`src/rtl/vote_pkg.sv`:
```
`default_nettype none
// ==== vote_pkg : session FSM state encoding and one-hot helper -- rev 1.0 ====
package vote_pkg;

  typedef enum logic [1:0] {
    IDLE = 2'd0,
    OPEN = 2'd1,
    SCAN = 2'd2,
    DONE = 2'd3
  } state_t;

  localparam int MAX_ONEHOT_W = 64;

  // Callers zero-extend narrower ballots; exactly one bit set means a valid vote.
  function automatic logic is_onehot(input logic [MAX_ONEHOT_W-1:0] v);
    return (v != '0) && ((v & (v - MAX_ONEHOT_W'(1))) == '0);
  endfunction

endpackage
`default_nettype wire

```
`src/rtl/vote_max_scan.sv`:
```
`default_nettype none
// ==== vote_max_scan : one-candidate-per-cycle argmax with tie flag -- rev 1.0 ====
module vote_max_scan #(
  parameter int CNT_W   = 3,
  parameter int IDX_W   = 2,
  parameter int TIE_LOW = 0
) (
  input  logic             clk,
  input  logic             rst_n,
  input  logic             step,
  input  logic             first,
  input  logic [IDX_W-1:0] idx,
  input  logic [CNT_W-1:0] val,
  output logic [CNT_W-1:0] nxt_max,
  output logic [IDX_W-1:0] nxt_idx,
  output logic             nxt_tie
);

  logic [CNT_W-1:0] max_q;
  logic [IDX_W-1:0] idx_q;
  logic             tie_q;

  // The final comparison's outcome is exposed combinationally so the caller
  // can capture the result on the same edge that ends the scan.
  always_comb begin
    nxt_max = max_q;
    nxt_idx = idx_q;
    nxt_tie = tie_q;
    if (first || (val > max_q)) begin
      nxt_max = val;
      nxt_idx = idx;
      nxt_tie = 1'b0;
    end else if (val == max_q) begin
      nxt_tie = 1'b1;
      if (TIE_LOW == 0) nxt_idx = idx;
    end
  end

  always_ff @(posedge clk or negedge rst_n) begin
    if (!rst_n) begin
      max_q <= '0;
      idx_q <= '0;
      tie_q <= 1'b0;
    end else if (step) begin
      max_q <= nxt_max;
      idx_q <= nxt_idx;
      tie_q <= nxt_tie;
    end
  end

endmodule
`default_nettype wire

```
`src/rtl/vote_session_tally.sv`:
```
`default_nettype none
// ==== vote_session_tally : session-based plurality voter with result handshake -- rev 1.0 ====
module vote_session_tally
  import vote_pkg::*;
#(
  parameter int NUM_VOTERS = 5,
  parameter int NUM_CAND   = 3,
  parameter int TIE_LOW    = 0,
  parameter int CNT_W      = $clog2(NUM_VOTERS + 1),
  parameter int IDX_W      = $clog2(NUM_CAND)
) (
  input  logic                           clk,
  input  logic                           rst_n,
  input  logic                           start,
  input  logic                           close,
  input  logic [NUM_VOTERS-1:0]          ballot_valid,
  input  logic [NUM_VOTERS*NUM_CAND-1:0] ballot,
  output logic                           busy,
  output logic                           result_valid,
  input  logic                           result_ready,
  output logic [NUM_CAND-1:0]            winner_onehot,
  output logic [IDX_W-1:0]               winner_idx,
  output logic [CNT_W-1:0]               winner_votes,
  output logic                           tie,
  output logic [CNT_W-1:0]               spoiled_cnt,
  output logic                           dup_err
);

  state_t                state;
  logic [CNT_W-1:0]      tally [NUM_CAND];
  logic [CNT_W-1:0]      inc   [NUM_CAND];
  logic [CNT_W-1:0]      spoil_inc;
  logic [NUM_VOTERS-1:0] voted;
  logic [NUM_VOTERS-1:0] accept;
  logic [NUM_VOTERS-1:0] is_oh;
  logic                  all_cast;
  logic [IDX_W-1:0]      scan_idx;
  logic                  scan_last;
  logic [CNT_W-1:0]      scan_val;
  logic [CNT_W-1:0]      scan_max;
  logic [IDX_W-1:0]      scan_win;
  logic                  scan_tie;

  genvar gv;
  generate
    for (gv = 0; gv < NUM_VOTERS; gv++) begin : g_onehot
      assign is_oh[gv] = is_onehot(MAX_ONEHOT_W'(ballot[gv*NUM_CAND +: NUM_CAND]));
    end
  endgenerate

  assign accept    = ballot_valid & ~voted;
  assign all_cast  = &(voted | ballot_valid);
  assign scan_last = (scan_idx == IDX_W'(NUM_CAND - 1));

  // Per-candidate counts of this cycle's first-time one-hot ballots.
  always_comb begin
    spoil_inc = '0;
    for (int c = 0; c < NUM_CAND; c++) inc[c] = '0;
    for (int v = 0; v < NUM_VOTERS; v++) begin
      if (accept[v] && !is_oh[v]) spoil_inc = spoil_inc + CNT_W'(1);
      for (int c = 0; c < NUM_CAND; c++) begin
        if (accept[v] && is_oh[v] && ballot[v*NUM_CAND + c]) inc[c] = inc[c] + CNT_W'(1);
      end
    end
  end

  always_comb begin
    scan_val = '0;
    for (int c = 0; c < NUM_CAND; c++) begin
      if (IDX_W'(c) == scan_idx) scan_val = tally[c];
    end
  end

  vote_max_scan #(
    .CNT_W  (CNT_W),
    .IDX_W  (IDX_W),
    .TIE_LOW(TIE_LOW)
  ) u_scan (
    .clk    (clk),
    .rst_n  (rst_n),
    .step   (state == SCAN),
    .first  (scan_idx == '0),
    .idx    (scan_idx),
    .val    (scan_val),
    .nxt_max(scan_max),
    .nxt_idx(scan_win),
    .nxt_tie(scan_tie)
  );

  always_ff @(posedge clk or negedge rst_n) begin
    if (!rst_n) begin
      state         <= IDLE;
      for (int c = 0; c < NUM_CAND; c++) tally[c] <= '0;
      voted         <= '0;
      spoiled_cnt   <= '0;
      dup_err       <= 1'b0;
      busy          <= 1'b0;
      result_valid  <= 1'b0;
      scan_idx      <= '0;
      winner_onehot <= '0;
      winner_idx    <= '0;
      winner_votes  <= '0;
      tie           <= 1'b0;
    end else begin
      case (state)
        IDLE, DONE: begin
          if (start) begin
            state        <= OPEN;
            busy         <= 1'b1;
            result_valid <= 1'b0;
            voted        <= '0;
            spoiled_cnt  <= '0;
            dup_err      <= 1'b0;
            for (int c = 0; c < NUM_CAND; c++) tally[c] <= '0;
          end else if ((state == DONE) && result_ready) begin
            state        <= IDLE;
            result_valid <= 1'b0;
          end
        end
        OPEN: begin
          voted       <= voted | ballot_valid;
          spoiled_cnt <= spoiled_cnt + spoil_inc;
          for (int c = 0; c < NUM_CAND; c++) tally[c] <= tally[c] + inc[c];
          if (|(ballot_valid & voted)) dup_err <= 1'b1;
          if (close || all_cast) begin
            state    <= SCAN;
            scan_idx <= '0;
          end
        end
        SCAN: begin
          scan_idx <= scan_idx + IDX_W'(1);
          if (scan_last) begin
            state         <= DONE;
            busy          <= 1'b0;
            result_valid  <= 1'b1;
            winner_idx    <= scan_win;
            winner_votes  <= scan_max;
            tie           <= scan_tie;
            winner_onehot <= {{(NUM_CAND-1){1'b0}}, 1'b1} << scan_win;
          end
        end
        default: state <= IDLE;
      endcase
    end
  end

endmodule
`default_nettype wire

```
`config.mk`:
```
export PLATFORM = sky130hd
export DESIGN_NAME = vote_session_tally
export DESIGN_NICKNAME = d
export VERILOG_FILES = /design/src/rtl/vote_pkg.sv /design/src/rtl/vote_max_scan.sv /design/src/rtl/vote_session_tally.sv
export SDC_FILE = /design/constraint.sdc
export NUM_CORES = 1
export LEC_CHECK = 0
export BUFFER_PORTS_ARGS = -buffer_cell sky130_fd_sc_hd__buf_4
export CAP_MARGIN = 10
export CORE_ASPECT_RATIO = 0.75
export CORE_MARGIN = 2
export CORE_UTILIZATION = 35
export DETAILED_ROUTE_END_ITERATION = 8
export SYNTH_ARGS = -nofsm -noshare
export SYNTH_HDL_FRONTEND = slang
export SYNTH_HIERARCHICAL = 1
export SYNTH_SLANG_ARGS = --single-unit
```
`constraint.sdc`:
```
create_clock -name clk -period 6.53 [get_ports clk]
set_clock_uncertainty 0.05 [all_clocks]
set_input_delay 1.306 -clock clk [delete_from_list [all_inputs] [get_ports clk]]
set_output_delay 1.306 -clock clk [all_outputs]
set_load 0.03 [all_outputs]
```
==> out/results.ini, run 1 <==
[status]
status = finished, final reports clean

[route]
vias_per_cell = 5.07
num_vias = 2553
drc_errors = 0
wirelength_um = 6740
wire_per_inst_um = 13.4
dr.first_iter.drc_count = 111
dr.pass1.iters = 4
drtAntennaViolNets = 0

[sta]
setup_viol = 0
post-route-min-period_ps = 4840
rsz0062_at_grt = false
slew_headroom = 0.407
postLayoutSetupSlackWorst_ps = 1690
hold_viol_final = 0
fin_crit_sh = 0.741
maxSlewViolCount = 0
clock.fmax_ghz = 0.207
worst_slew_pin_slew_ps = 878
finalSetupTns_ps = 0

[cells_and_area]
final_cells = 504
area_growth_pct = 16.7
diodes = 0
num-nets-final = 453
drive_gt1_frac = 0.199

[floorplan]
ioPinCount = 40
initial_utilization = 0.359
die_w_um = 115
die_h_um = 87.3
design.die.area_um2 = 10000
design.core.area_um2 = 9010
rows = 30

[placed_design]
numPortBuffers = 39
dp_slack_ps = 1360
gp_congestion = 0.793
dpl.cell_count = 496
dpl.hpwl_um = 5410

[global_routing]
grt_pass1_wl_um = 11600
grt_start_max_net_pins = 40
overflow = 0
grt_pass1_vias = 2421
grt_antenna_before_repair = 0
grt_use_total = 0.145

[cts]
cts_hold_buf = 0
ctsResizeCount = 0
cts_buffers = 5
post-cts-setup-buffers = 0
clk_latency_ps = 280
cts_tree = done
htree_levels = 2
clkTransAtPathRegs_ps = 60
clock-sinks = 39
clk_path_buf_depth = 2
root_buffer = clkbuf_16

[logic_synthesis]
synth-xor-area-share = 0.0873
synth_edf_count = 0
avgSynthCellArea_um2 = 9.17
yosys_warnings = 6
synthesis.area_um2 = 3240
synth_fa_ha_area_frac = 0.152
syn_nets = 415
synth-simple-area-share = 0.213
synthArstFlopShare = 1.00
ys.flop_type = dfrtp_1
synth_cell_type_count = 55
synth_seq_area_share = 0.301
synthMuxAreaShare = 0.0815
syn_inst = 353
synth_compound_area_frac = 0.121
synth_top_family_by_area = simple AND/OR/NAND/NOR gates
ys_ff_latch = 39

[flow_run]
maxCapViolations = 0

[worst_hold_path]
hold_depth = 2
whs_endpoint = winner_onehot[1]
min-delay-start = winner_onehot[1]
hp-class = flop to flop

[worst_setup_path]
r2r_start = voted[0]
r2r_end = spoiled_cnt[2]
r2r_cells = 13
crit_type = primary input to flop
cp.required_ps = 6700
r2r_slack_ps = 2390
critPathMaxFanout = 5
start_kind = primary input
end_kind = flop
arrival_ps = 5000

[pwr]
worst_ir_drop_vdd_mv = 0.242
power.density_nw_per_um2 = 361
total_leakage_power_nw = 1.84

[worst max-delay path by stage]
stage          startpoint             end  slack [ps]  cells past startpoint
2_1_floorplan   ballot[1]  spoiled_cnt[2]        1790                     14
3_3_place_gp    ballot[1]  spoiled_cnt[2]        1540                     15
3_5_place_dp    ballot[1]  spoiled_cnt[2]        1360                     15
4_1_cts         ballot[1]  spoiled_cnt[2]        1660                     15
5_1_grt         ballot[1]  spoiled_cnt[2]        1410                     15
6_report        ballot[1]  spoiled_cnt[2]        1690                     15
[Yosys cell counts, types with 5 or more instances]
library cell | count | area [um2]
a21oi_1 | 20 | 100
clkbuf_1 | 6 | 22.5
dfrtp_1 | 39 | 976
ha_1 | 33 | 413
inv_1 | 30 | 113
mux2_2 | 19 | 214
nand2_1 | 37 | 139
nand2b_1 | 9 | 56.3
nand3_1 | 25 | 125
nand3b_1 | 5 | 37.5
nor2_1 | 21 | 78.8
o21ai_0 | 14 | 70.1
xnor2_1 | 15 | 131
xor2_1 | 7 | 61.3
[report_power, final]
group          leakage, nW  internal (mW)  switching, mW  total [mW]
combinational         1.26          0.310          0.422       0.732
sequential           0.511          0.328         0.0709       0.399
clock               0.0679          0.141         0.0899       0.231
[critical path: stages]
cell and delay (ps):
buf_4 100, nand2b_1 120, a21oi_1 70, a211oi_1 340, ha_1 310, xnor2_1 250, ha_1 270, mux2_2 270
ha_1 270, mux2_2 280, fa_1 410, xnor2_1 170, xnor3_1 430, or3_1 320, nand3_1 90
[cell families (layout without fill, tap and decap cells)]
logic type               Yosys count  count (layout)
flip-flops                        39              39
multiplexers                      23              23
buffers and inverters             38              77
AND/OR/NAND/NOR                  129             129
AO/OA/AOI/OAI                     61              61
adder cells (fa/ha/maj)           37              37
XOR/XNOR                          26              26
[state kept, by name (all words and copies together), names as in the netlist]
| register | flops |
|---|---|
| u_scan/tie_q | 1 |
| u_scan/idx_q | 2 |
| spoiled_cnt | 3 |
| winner_idx | 2 |
| dup_err | 1 |
| busy | 1 |
| winner_onehot | 3 |
| tally | 9 |
| voted | 5 |
| winner_votes | 3 |
| result_valid | 1 |
| scan_idx | 2 |
| state | 2 |
| u_scan/max_q | 3 |
| tie | 1 |
[layout by cell type, fill, tap and decap left out, drive strengths merged, types with 3 or more instances in the layout]
cell      n
o2111ai   3
inv      30
mux2     21
fa        4
a21oi    21
or3b      3
xor2      7
xnor3     4
nor4b     4
clkbuf    7
ha       33
and2      5
nand3b    5
nor2     22
a22o      4
dfrtp    39
nand2    38
or3       5
buf      39
xnor2    15
and3      3
nand2b    9
o21ai    15
nand3    25
[layout make-up]
class | count | area (um2)
Tap cell | 112 | 140
Clock buffer | 7 | 133
Inverter | 30 | 113
Timing Repair Buffer | 39 | 293
Multi-Input combinational cell | 276 | 2120
Sequential cell | 39 | 976
Fill cell | 900 | 5230
Clock inverter | 1 | 5.00
[routing by layer]
| layer | share of wire | track usage |
|---|---|---|
| met1 | 0.52 | 0.211 |
| met2 | 0.44 | 0.225 |
| met3 | 0.025 | 0.0257 |
| met4 | 0.0088 | 0.0329 |
| met5 | 0 | 0 |
[stage by stage]
stage / power (mW) / util / hold WS, ps / instance area [um2]
floorplan: 0.945 / - / 419 / 3240
detailed placement: 1.14 / 0.404 / 423 / 3640
CTS: 1.38 / 0.419 / 435 / 3780
global route: 1.49 / 0.419 / 460 / 3780
global placement: 1.12 / 0.404 / 422 / 3640
finish: 1.36 / 0.419 / 429 / 3780
Note: power is estimated with default switching activity, not from simulation.
==> run 2, diff against run 1 <==
==> constraint.sdc (replaced) <==
create_clock -name clk -period 4.4 [get_ports clk]
set_clock_uncertainty 0.05 [all_clocks]
set_input_delay 0.88 -clock clk [delete_from_list [all_inputs] [get_ports clk]]
set_output_delay 0.88 -clock clk [all_outputs]
set_load 0.03 [all_outputs]
==> run 2 against run 1 <==
  * Hold slack improved by 8.5 ps
  * Worst setup slack got worse by 1400 ps
  * Sequential share of layout area fell by 0.63 points
  * Critical path depth did not move
  * Sequential cell count did not move
  * Largest power group unchanged
  * Core utilization rose by 1.1 points
  * Critical path type unchanged
  * Largest cell class unchanged
  * Combinational power rose by 53%
==> out/results.ini, run 2 (synthesis results as in run 1) <==
[sta]
hold_viol_final = 0  ; unchanged
holdWs_ps = 438  ; was 429 ps
fin_crit_sh = 0.942
post-route-min-period_ps = 4140
maxSlewViolCount = 0  ; unchanged
setup_viol = 0  ; unchanged
slew_headroom = 0.426  ; was 0.407
rsz0062_at_grt = false  ; unchanged
worst_slew_pin_slew_ps = 851  ; was 878 ps
clock.fmax_ghz = 0.241

[placed_design]
dpl.hpwl_um = 5620  ; was 5410 um
numPortBuffers = 39  ; unchanged
gp_congestion = 0.800  ; was 0.793
placed_area_um2 = 3720  ; was 3640 um2

[cts]
clkTransAtPathRegs_ps = 60  ; about the same
cts_buffers = 5  ; unchanged
clk_latency_ps = 280  ; about the same
cts_tree = done  ; unchanged
post-cts-setup-buffers = 0  ; unchanged
clk_path_buf_depth = 2  ; unchanged
htree_levels = 2  ; unchanged
clock-sinks = 39  ; unchanged
root_buffer = clkbuf_16  ; unchanged

[worst_setup_path]
cpMostUsedCell = ha_1  ; unchanged
crit_type = primary input to flop  ; unchanged
crit_chain = buf_4 -> nand2b_1 -> nor4b_1 -> buf_4 -> ha_1 -> xor2_1 -> inv_1 -> ha_1 -> mux2_2 -> ha_1 -> mux2_2 -> fa_1 -> xnor3_1 -> or3_1 -> nand3_1  ; was buf_4 -> nand2b_1 -> a21oi_1 -> a211oi_1 -> ha_1 -> xnor2_1 -> ha_1 -> mux2_2 -> ha_1 -> mux2_2 -> fa_1 -> xnor2_1 -> xnor3_1 -> or3_1 -> nand3_1
critPathMaxFanout = 3  ; was 5
critPathSlowestCell = fa_1  ; was xnor3_1
start_kind = primary input  ; unchanged
cpPeakStageDelay_ps = 400  ; was 430 ps
end_kind = flop  ; unchanged
cp.required_ps = 4560  ; was 6700 ps
arrival_ps = 4310  ; was 5000 ps

[floorplan]
rows = 30  ; unchanged
design.die.area_um2 = 10000  ; unchanged
die_w_um = 115  ; unchanged
design.core.area_um2 = 9010  ; unchanged
initial_utilization = 0.359  ; unchanged
ioPinCount = 40  ; unchanged
die_h_um = 87.3  ; unchanged

[cells_and_area]
area_growth_pct = 19.6  ; was 16.7%
drive_gt1_frac = 0.226  ; was 0.199
fin_area_um2 = 3870  ; was 3780 um2
utilization = 0.430  ; was 0.419
layout_commonest_cell = buf_4
fillerInstances = 871  ; was 900
largestRegisters = tally: 9 flops, voted: 5 flops  ; unchanged
largest_reg_flops = 9  ; unchanged
num-nets-final = 464  ; was 453
diodes = 0  ; unchanged
largest_register = tally  ; unchanged
layout_common_cells = 50 x buf_4, 39 x dfrtp_1, 37 x nand2_1, 33 x ha_1, 30 x inv_1  ; was 39 x dfrtp_1, 39 x buf_4, 37 x nand2_1, 33 x ha_1, 30 x inv_1

[global_routing]
grt_antenna_before_repair = 0  ; unchanged
grt_pass1_vias = 2582  ; was 2421
grt_use_total = 0.150  ; was 0.145
grt_pass1_wl_um = 12000  ; was 11600 um
overflow = 0  ; unchanged
grt_start_max_net_pins = 40  ; unchanged

[status]
status = finished, final reports clean  ; unchanged

[route]
dr.first_iter.drc_count = 121  ; was 111
vias_per_cell = 5.11  ; was 5.07
num_vias = 2633  ; was 2553
wire_per_inst_um = 13.5  ; was 13.4 um
dr.pass1.iters = 5  ; was 4
drtAntennaViolNets = 0  ; unchanged
drc_errors = 0  ; unchanged
wirelength_um = 6970  ; was 6740 um

[flow_run]
maxCapViolations = 0  ; unchanged

[pwr]
switching_share = 0.426  ; was 0.428
switchingPower_mw = 0.877  ; was 0.583 mW
power.density_nw_per_um2 = 532  ; was 361 nW/um2
pwr-share-comb = 0.545  ; was 0.538
clock_power_share = 0.167  ; was 0.170
total_leakage_power_nw = 1.90  ; was 1.84 nW
seqPwrFrac = 0.289  ; was 0.293
worst_ir_drop_vdd_mv = 0.295  ; was 0.242 mV
total_power_mw = 2.06  ; was 1.36 mW
p_int_mw = 1.18  ; was 0.779 mW

[worst_hold_path]
hp-class = flop to flop  ; unchanged

==> run 2: critical path: cells and delay by family <==
family                   cells  cell delay, ps
XOR/XNOR                     2             570
adder cells (fa/ha/maj)      4            1190
buffers and inverters        3             300
multiplexers                 2             550
AND/OR/NAND/NOR              4             800
==> run 2: path summary, 6_finish.rpt <==
kind	start	endpoint	slack [ps]	cells past startpoint
setup / recovery	ballot_valid[0]	tally[8]	260	15
hold / removal	winner_onehot[2]	winner_onehot[2]	440	2
setup reg to reg	voted[0]	tally[8]	430	14
hold reg to reg	winner_onehot[2]	winner_onehot[2]	440	2
max in group asynchronous	rst_n	spoiled_cnt[1]	3430	1
min in group asynchronous	rst_n	winner_votes[2]	520	1
==> run 2: metrics by stage <==
stage	TNS [ps]	worst slack [ps]	instances
5_1_grt	0	27.6	515
6_report	0	257	515
3_5_place_dp	-367	-325	507
4_1_cts	0	100	515
3_3_place_gp	-179	-138	507
2_1_floorplan	0	81.9	353
==> run 2: layer usage <==
| metal | vias to the layer above | global-route usage | part of all wire |
|---|---|---|---|
| met5 | - | 0 | 0 |
| met4 | 0 | 0.0416 | 0.015 |
| met3 | 14 | 0.0292 | 0.038 |
| met2 | 47 | 0.232 | 0.44 |
| met1 | 1238 | 0.215 | 0.50 |
| li1 | 1334 | - | - |
==> run 2: layout make-up <==
cell class | instances | area (um2) | share of cell area
well taps | 112 | 140 | 0.0362
repair buffers | 50 | 375 | 0.0969
flip-flops and latches | 39 | 976 | 0.252
multi-input cells | 276 | 2130 | 0.550
clock buffers | 7 | 133 | 0.0342
clock inverters | 1 | 5.00 | 0.00129
inverters | 30 | 113 | 0.0291
==> run 2: power groups by stage <==
stage | clock network (mW) | logic [mW] | registers, mW
final | 0.343 | 1.12 | 0.595
after floorplan | 0 | 0.741 | 0.661
after detailed placement | 0 | 1.12 | 0.601
after global routing | 0.367 | 1.27 | 0.615
after CTS | 0.351 | 1.13 | 0.595
after global placement | 0 | 1.10 | 0.597
==> run 2: what timing repair did <==
action,CTS,global route
pin swaps,0,3
resized for setup,1,1
hold buffers,0,0
setup endpoints to repair,1,1
